[config.mk]
export PLATFORM = sky130hd
export DESIGN_NAME = pool2d_stream
export DESIGN_NICKNAME = d
export VERILOG_FILES = /design/src/rtl/pool_pkg.sv /design/src/rtl/fp16_add.sv /design/src/rtl/pool2d_stream.sv
export SDC_FILE = /design/constraint.sdc
export NUM_CORES = 1
export LEC_CHECK = 0
export CAP_MARGIN = 15
export CORE_MARGIN = 5
export CORE_UTILIZATION = 35
export CTS_CLUSTER_SIZE = 12
export DETAILED_ROUTE_END_ITERATION = 7
export PLACE_DENSITY = 0.48
export SLEW_MARGIN = 20
export SYNTH_ARGS = -nofsm -noshare
export SYNTH_HDL_FRONTEND = slang
export SYNTH_HIERARCHICAL = 1
export SYNTH_SLANG_ARGS = --single-unit
[constraint.sdc]
create_clock -name clk -period 12.7 [get_ports clk]
set_input_delay 1.27 -clock clk [delete_from_list [all_inputs] [get_ports clk]]
set_output_delay 1.27 -clock clk [all_outputs]
set_load 0.01 [all_outputs]
[src/rtl/pool_pkg.sv]
// Shared FP16 types, constants and the small pooling helpers used by the
// 2x2 stride-2 streaming pool datapath.
package pool_pkg;

   localparam int FP16_EXP_W = 5;
   localparam int FP16_MAN_W = 10;
   localparam int FP16_BIAS  = 15;
   localparam int EXP_MAX    = 2 * FP16_BIAS + 1;

   typedef logic [15:0] fp16_t;

   localparam fp16_t QNAN = 16'h7E00;

   typedef enum logic {
      POOL_AVG = 1'b0,
      POOL_MAX = 1'b1
   } pool_mode_e;

   function automatic logic [FP16_EXP_W-1:0] fp16_exp(input fp16_t x);
      return x[FP16_MAN_W +: FP16_EXP_W];
   endfunction

   function automatic logic fp16_is_nan(input fp16_t x);
      return (&fp16_exp(x)) && (|x[FP16_MAN_W-1:0]);
   endfunction

   // Ordered key maps sign-magnitude onto two's complement so -0 and +0 tie.
   function automatic fp16_t fp16_max(input fp16_t a, input fp16_t b);
      logic signed [16:0] ka;
      logic signed [16:0] kb;
      if (fp16_is_nan(a) || fp16_is_nan(b)) begin
         return QNAN;
      end
      ka = $signed({2'b00, a[14:0]});
      kb = $signed({2'b00, b[14:0]});
      if (a[15]) ka = -ka;
      if (b[15]) kb = -kb;
      return (ka >= kb) ? a : b;
   endfunction

   function automatic fp16_t fp16_scale_quarter(input fp16_t x);
      logic [FP16_EXP_W-1:0] e;
      e = fp16_exp(x);
      if (e == FP16_EXP_W'(EXP_MAX)) begin
         return x;
      end
      if (e <= FP16_EXP_W'(2)) begin
         return {x[15], 15'd0};
      end
      return {x[15], e - FP16_EXP_W'(2), x[FP16_MAN_W-1:0]};
   endfunction

endpackage

[src/rtl/fp16_add.sv]
// Combinational FP16 adder: flush-to-zero inputs and results, round to
// nearest even, signed infinity on overflow, canonical quiet NaN.
module fp16_add
   import pool_pkg::*;
(
   input  logic [15:0] a,
   input  logic [15:0] b,
   output logic [15:0] y
);

   logic              a_zero, b_zero, a_inf, b_inf, a_nan, b_nan, swap;
   logic [15:0]       big, sml, arith;
   logic [4:0]        dexp;
   logic [24:0]       wide;
   logic [13:0]       ma_x, mb_x, norm;
   logic [14:0]       sum;
   logic [3:0]        lz;
   logic              found, round_up;
   logic [11:0]       rnd;
   logic signed [6:0] exp_n;

   assign a_zero = (fp16_exp(a) == 5'd0);
   assign b_zero = (fp16_exp(b) == 5'd0);
   assign a_nan  = fp16_is_nan(a);
   assign b_nan  = fp16_is_nan(b);
   assign a_inf  = (&fp16_exp(a)) && (a[9:0] == 10'd0);
   assign b_inf  = (&fp16_exp(b)) && (b[9:0] == 10'd0);
   assign swap   = (a[14:0] < b[14:0]);

   always_comb begin
      big   = swap ? b : a;
      sml   = swap ? a : b;
      dexp  = fp16_exp(big) - fp16_exp(sml);
      // Three extra bits below the mantissa hold guard, round and sticky.
      wide  = {1'b1, sml[9:0], 14'd0} >> dexp;
      if (dexp >= 5'd14) begin
         mb_x = 14'd1;
      end else begin
         mb_x = {wide[24:12], wide[11] | (|wide[10:0])};
      end
      ma_x = {1'b1, big[9:0], 3'd0};
      if (big[15] == sml[15]) begin
         sum = {1'b0, ma_x} + {1'b0, mb_x};
      end else begin
         sum = {1'b0, ma_x} - {1'b0, mb_x};
      end

      exp_n = $signed({2'b00, fp16_exp(big)});
      lz    = 4'd0;
      found = 1'b0;
      norm  = sum[13:0];
      if (sum[14]) begin
         norm  = {sum[14:2], sum[1] | sum[0]};
         exp_n = exp_n + 7'sd1;
      end else begin
         for (int i = 13; i >= 0; i--) begin
            if (!found && sum[i]) begin
               lz    = 4'(13 - i);
               found = 1'b1;
            end
         end
         norm  = sum[13:0] << lz;
         exp_n = exp_n - $signed({3'b000, lz});
      end

      round_up = norm[2] & (norm[3] | norm[1] | norm[0]);
      rnd      = {1'b0, norm[13:3]} + {11'd0, round_up};
      if (rnd[11]) begin
         exp_n = exp_n + 7'sd1;
      end

      if (sum == 15'd0) begin
         arith = 16'h0000;
      end else if (exp_n >= $signed(7'(EXP_MAX))) begin
         arith = {big[15], 5'h1f, 10'd0};
      end else if (exp_n <= 7'sd0) begin
         arith = {big[15], 15'd0};
      end else begin
         arith = {big[15], exp_n[4:0], rnd[11] ? 10'd0 : rnd[9:0]};
      end

      if (a_nan || b_nan) begin
         y = QNAN;
      end else if (a_inf && b_inf) begin
         y = (a[15] == b[15]) ? a : QNAN;
      end else if (a_inf) begin
         y = a;
      end else if (b_inf) begin
         y = b;
      end else if (a_zero && b_zero) begin
         y = {a[15] & b[15], 15'd0};
      end else if (a_zero) begin
         y = b;
      end else if (b_zero) begin
         y = a;
      end else begin
         y = arith;
      end
   end

endmodule

[src/rtl/pool2d_stream.sv]
// Streaming 2x2 stride-2 average/max pooling over an HWC FP16 stream,
// using a per-channel hold register and one row of partial pair results.
module pool2d_stream
   import pool_pkg::*;
#(
   parameter int DEPTH  = 3,
   parameter int HEIGHT = 4,
   parameter int WIDTH  = 4
) (
   input  logic        clk,
   input  logic        rst,
   input  logic        mode,
   input  logic        s_valid,
   output logic        s_ready,
   input  logic [15:0] s_data,
   output logic        m_valid,
   input  logic        m_ready,
   output logic [15:0] m_data,
   output logic        frame_done
);

   localparam int CH_W = (DEPTH > 1) ? $clog2(DEPTH) : 1;
   localparam int COL_W = $clog2(WIDTH);
   localparam int ROW_W = $clog2(HEIGHT);
   localparam int LB_N = (WIDTH / 2) * DEPTH;
   localparam int LB_W = (LB_N > 1) ? $clog2(LB_N) : 1;

   if (HEIGHT % 2 != 0 || HEIGHT < 2) begin : g_bad_height
      $error("pool2d_stream: HEIGHT must be even");
   end
   if (WIDTH % 2 != 0 || WIDTH < 2) begin : g_bad_width
      $error("pool2d_stream: WIDTH must be even");
   end
   if (DEPTH < 1) begin : g_bad_depth
      $error("pool2d_stream: DEPTH must be at least 1");
   end

   logic [ROW_W-1:0] row_reg;
   logic [COL_W-1:0] col_reg;
   logic [CH_W-1:0]  ch_reg;
   pool_mode_e       mode_reg;

   fp16_t            hold [DEPTH];
   fp16_t            linebuf [LB_N];
   fp16_t            lb_rd_reg;

   logic             s1_valid_reg, s1_row_odd_reg, s1_last_reg;
   fp16_t            s1_p_reg;
   logic [LB_W-1:0]  s1_idx_reg;
   pool_mode_e       s1_mode_reg;

   logic             m_valid_reg, m_last_reg;
   fp16_t            m_data_reg;

   logic             advance, accept, first_beat, last_beat;
   logic             ch_wrap, col_wrap, row_wrap;
   pool_mode_e       cur_mode;
   logic [LB_W-1:0]  lb_idx;
   fp16_t            hold_sel, pair_sum, pair_p, win_sum, win_res;

   // Everything freezes while an output sits unaccepted.
   assign advance    = !(m_valid_reg && !m_ready);
   assign accept     = s_valid && advance;
   assign s_ready    = advance;
   assign m_valid    = m_valid_reg;
   assign m_data     = m_data_reg;
   assign frame_done = m_valid_reg && m_ready && m_last_reg;

   assign ch_wrap    = (ch_reg == CH_W'(DEPTH - 1));
   assign col_wrap   = (col_reg == COL_W'(WIDTH - 1));
   assign row_wrap   = (row_reg == ROW_W'(HEIGHT - 1));
   assign first_beat = (row_reg == '0) && (col_reg == '0) && (ch_reg == '0);
   assign last_beat  = row_wrap && col_wrap && ch_wrap;
   assign cur_mode   = first_beat ? pool_mode_e'(mode) : mode_reg;
   assign lb_idx     = LB_W'((int'(col_reg) / 2) * DEPTH + int'(ch_reg));
   assign hold_sel   = hold[ch_reg];

   fp16_add u_add_pair (
      .a (hold_sel),
      .b (s_data),
      .y (pair_sum)
   );

   fp16_add u_add_win (
      .a (s1_p_reg),
      .b (lb_rd_reg),
      .y (win_sum)
   );

   always_comb begin
      pair_p  = pair_sum;
      win_res = fp16_scale_quarter(win_sum);
      if (cur_mode == POOL_MAX) begin
         pair_p = fp16_max(hold_sel, s_data);
      end
      if (s1_mode_reg == POOL_MAX) begin
         win_res = fp16_max(s1_p_reg, lb_rd_reg);
      end
   end

   always_ff @(posedge clk) begin
      if (accept && !col_reg[0]) begin
         hold[ch_reg] <= s_data;
      end
   end

   // Even-row pair results are parked here until the matching odd-row pair.
   always_ff @(posedge clk) begin
      if (advance) begin
         lb_rd_reg <= linebuf[lb_idx];
         if (s1_valid_reg && !s1_row_odd_reg) begin
            linebuf[s1_idx_reg] <= s1_p_reg;
         end
      end
   end

   always_ff @(posedge clk) begin
      if (rst) begin
         row_reg        <= '0;
         col_reg        <= '0;
         ch_reg         <= '0;
         mode_reg       <= POOL_AVG;
         s1_valid_reg   <= 1'b0;
         s1_row_odd_reg <= 1'b0;
         s1_last_reg    <= 1'b0;
         s1_p_reg       <= '0;
         s1_idx_reg     <= '0;
         s1_mode_reg    <= POOL_AVG;
         m_valid_reg    <= 1'b0;
         m_last_reg     <= 1'b0;
         m_data_reg     <= '0;
      end else if (advance) begin
         if (accept) begin
            if (first_beat) begin
               mode_reg <= pool_mode_e'(mode);
            end
            if (ch_wrap) begin
               ch_reg <= '0;
               if (col_wrap) begin
                  col_reg <= '0;
                  row_reg <= row_wrap ? '0 : row_reg + ROW_W'(1);
               end else begin
                  col_reg <= col_reg + COL_W'(1);
               end
            end else begin
               ch_reg <= ch_reg + CH_W'(1);
            end
         end

         s1_valid_reg   <= accept && col_reg[0];
         s1_row_odd_reg <= row_reg[0];
         s1_last_reg    <= last_beat;
         s1_p_reg       <= pair_p;
         s1_idx_reg     <= lb_idx;
         s1_mode_reg    <= cur_mode;

         m_valid_reg <= s1_valid_reg && s1_row_odd_reg;
         if (s1_valid_reg && s1_row_odd_reg) begin
            m_data_reg <= win_res;
            m_last_reg <= s1_last_reg;
         end
      end
   end

endmodule
==> impl_metrics.ini <==
[critical_path]
startpoint_type = input port
timing.critical_path.slowest_stage_cell = sky130_fd_sc_hd__or4_4
worstSetupPathType = input port to flop
critPathRequiredTime_ps = 13150
cp-end-kind = flop
worstPathArrival_ps = 12380
worstPathMaxFanout = 13
critical-path-max-stage-delay_ps = 580
cp_top_family = simple AND/OR/NAND/NOR gates
critical_path.n_buffers_inverters = 6

[timing]
final_hold_viol_count = 0
tightest_slew_ps = 983.7
worst_case_headroom_to_the_max_slew_limit_pct = 34.34
final_max_slew_viol_count = 0
period_share_pct = 93.91
max_freq_mhz = 83.85
final-setup-viol-count = 0
clock_skew_ps = 31.07
finalCriticalPeriod_ps = 11930

[route]
drtPass1Iterations = 5
drt-vias-per-instance = 6.063
post-route-drc-count = 0
avgRoutedWirePerCell_um = 21.92
detailedRoute.firstIterationViolations = 1675
postRouteWirelength_um = 81520
routed-via-count = 22550
postRouteAntennaNets = 0

[clock_tree]
clockBufferDepth = 3
tritoncts_clock_tree = yes
post_cts_hold_buffer_count = 0
ctsRootBufferMaster = sky130_fd_sc_hd__clkbuf_16
clkLatencyLatePin_ps = 540
total_cts_buffers = 24
clkSlewWorstSetupHoldPaths_ps = 70
cts_num_sinks = 210
htreeDepth = 1

[die]
floorplan.core_area_mm2 = 0.06563
die_area_mm2 = 0.07130
vertical_die_dimension_um = 267.0
top_level_ports = 40
effective_utilization_at_floorplan_pct = 35.23
core.rowCount = 94
floorplan.die.width_um = 267.0

[layout]
largest_reg_flops = 96
fin_nets = 3000
largest_registers = linebuf: 96 flops, hold: 48 flops
most_flop_heavy_register = linebuf
post-route-util_pct = 39.27
fillers = 6705
multiInputGateArea_mm2 = 0.01625
sequential_cell_area_mm2 = 0.005807
synthToLayoutAreaGrowth_pct = 11.47
drive_gt1_share_pct = 13.20
antenna_cells = 0

[synthesis]
synth_enable_flop_cells = 160
area_share_of_fa_ha_maj_cells_after_synthesis_pct = 7.684
synth_cell_types = 141
post_synthesis_sequential_area_ratio_pct = 25.11
synth-compound-area-share_pct = 26.01
synth.net_count = 2946
syn_area_mm2 = 0.02312
synth_seq_cells = 210
async_reset_ff_share_pct = 0
postSynthCellCount = 2786
post_synth_mux_area_share_pct = 9.800
synth_top_family_by_area = compound AO/OA/AOI/OAI gates
yosys_warnings = 6
syn_avg_cell_area_um2 = 8.299
post_synth_top_flop = sky130_fd_sc_hd__edfxtp_1
synth_area_in_xor_xnor_pct = 3.707
synth-simple-area-share_pct = 22.61

[global_route]
global_route.usage.total_pct = 21.83
grt_max_degree = 48
via_count_of_the_first_global_routing_pass = 21780
grt_overflow_total = 0
met1_usage_pct = 29.45
grt-busiest-layer = met2
globalRouteMet2Util_pct = 37.59
wire_length_of_the_first_global_routing_pass_um = 127000
globalRouteMet3Util_pct = 2.295
grt_antenna_before_repair = 2

[placed_design]
port-buffer-count = 39
post-dp-hpwl_um = 60150
gp_congestion = 0.9429

[run]
maxCapViolations = 0

[hold_path]
min-delay-path-class = flop to flop

[outcome]
outcome = finished clean
[cell type report]
cell class | instances | area share, %
clock inverter | 8 | 0.3447
tap | 864 | 4.195
multi-input combinational | 2304 | 63.05
sequential | 210 | 22.53
timing repair buffer | 173 | 5.399
clock buffer | 33 | 2.622
inverter | 127 | 1.859
[cells by family (layout without fill, tap and decap cells)]
group,Yosys count,count (layout)
XOR/XNOR,97,97
AO/OA/AOI/OAI,861,862
flip-flops,210,210
adder cells (fa/ha/maj),139,139
AND/OR/NAND/NOR,1011,1011
multiplexers,195,195
buffers and inverters,273,341
[timing repair]
action,in CTS,in global routing
setup endpoints to repair,0,30
endpoints found under the hold margin,0,0
resized for setup,0,12
setup buffers,0,6
[worst register-to-register path: cells and delay by family (launching register included)]
kind	cells	cell delay, ps
AO/OA/AOI/OAI	26	5320
AND/OR/NAND/NOR	8	2050
adder cells (fa/ha/maj)	5	1650
buffers and inverters	8	1380
multiplexers	3	970
flip-flops	1	410
[routing by layer]
metal	wire length, um	part of all wire (%)
met1	36580	45
met2	38730	48
met3	3990	4.9
met4	2206	2.7
met5	13	0.016
[cells in the mapped netlist, drive strengths merged (17+ instances only)]
master	n	area, um2
o31ai	26	205.2
nand3	84	460.4
a21oi	238	1210
or2	17	111.4
nor2	247	937.1
nand2b	23	151.4
mux2	39	450.4
and2	27	172.7
a211oi	40	310.3
clkbuf	83	311.6
nor3	92	506.7
mux4	20	450.4
nor4	26	214.0
nor2b	27	168.9
o22ai	30	200.2
dfxtp	50	1001
inv	126	475.5
mux2i	136	1365
o21ai	202	1082
nand2	277	1062
a221oi	23	255.2
ha	134	1677
and3	45	286.5
a22oi	22	165.2
o211ai	29	256.5
buf	63	382.9
edfxtp	160	4805
a31oi	28	181.4
xnor2	54	480.5
a21o	35	262.8
or3	44	276.5
nand4	45	339.1
xor2	43	376.6
[worst paths after layout]
kind,from,slack (ps),end,cells past startpoint
hold reg to reg,s1_last_reg,450,s1_last_reg,2
setup / recovery,s_data[12],770,s1_p_reg[7],48
setup reg to reg,lb_rd_reg[12],870,m_data[7],50
hold / removal,s1_last_reg,450,s1_last_reg,2
[cell usage in the layout, fill, tap and decap left out, types with 52 or more instances in the layout]
master / n
sky130_fd_sc_hd__nand2_1: 270
sky130_fd_sc_hd__nor2_1: 243
sky130_fd_sc_hd__a21oi_1: 230
sky130_fd_sc_hd__edfxtp_1: 160
sky130_fd_sc_hd__o21ai_0: 159
sky130_fd_sc_hd__mux2i_1: 135
sky130_fd_sc_hd__buf_4: 134
sky130_fd_sc_hd__ha_1: 128
sky130_fd_sc_hd__inv_1: 121
sky130_fd_sc_hd__nor3_1: 84
sky130_fd_sc_hd__nand3_1: 79
sky130_fd_sc_hd__xnor2_1: 52
[per-stage QoR]
step	instance area [um2]	hold WS, ps	setup TNS [ps]	worst slack [ps]	instances
floorplan	23120	432.1	0	937.8	2786
global placement	24900	443.5	0	327.2	3671
detailed placement	24900	451.3	0	70.62	3671
CTS	25670	459.5	0	449.4	3712
global route	25770	484.2	-5.732	-5.732	3719
finish	25770	453.9	0	773.7	3719
Power is left out: the tool's default activity adds up to more than one toggle a clock period on the data nets, which glitch-free logic cannot reach.
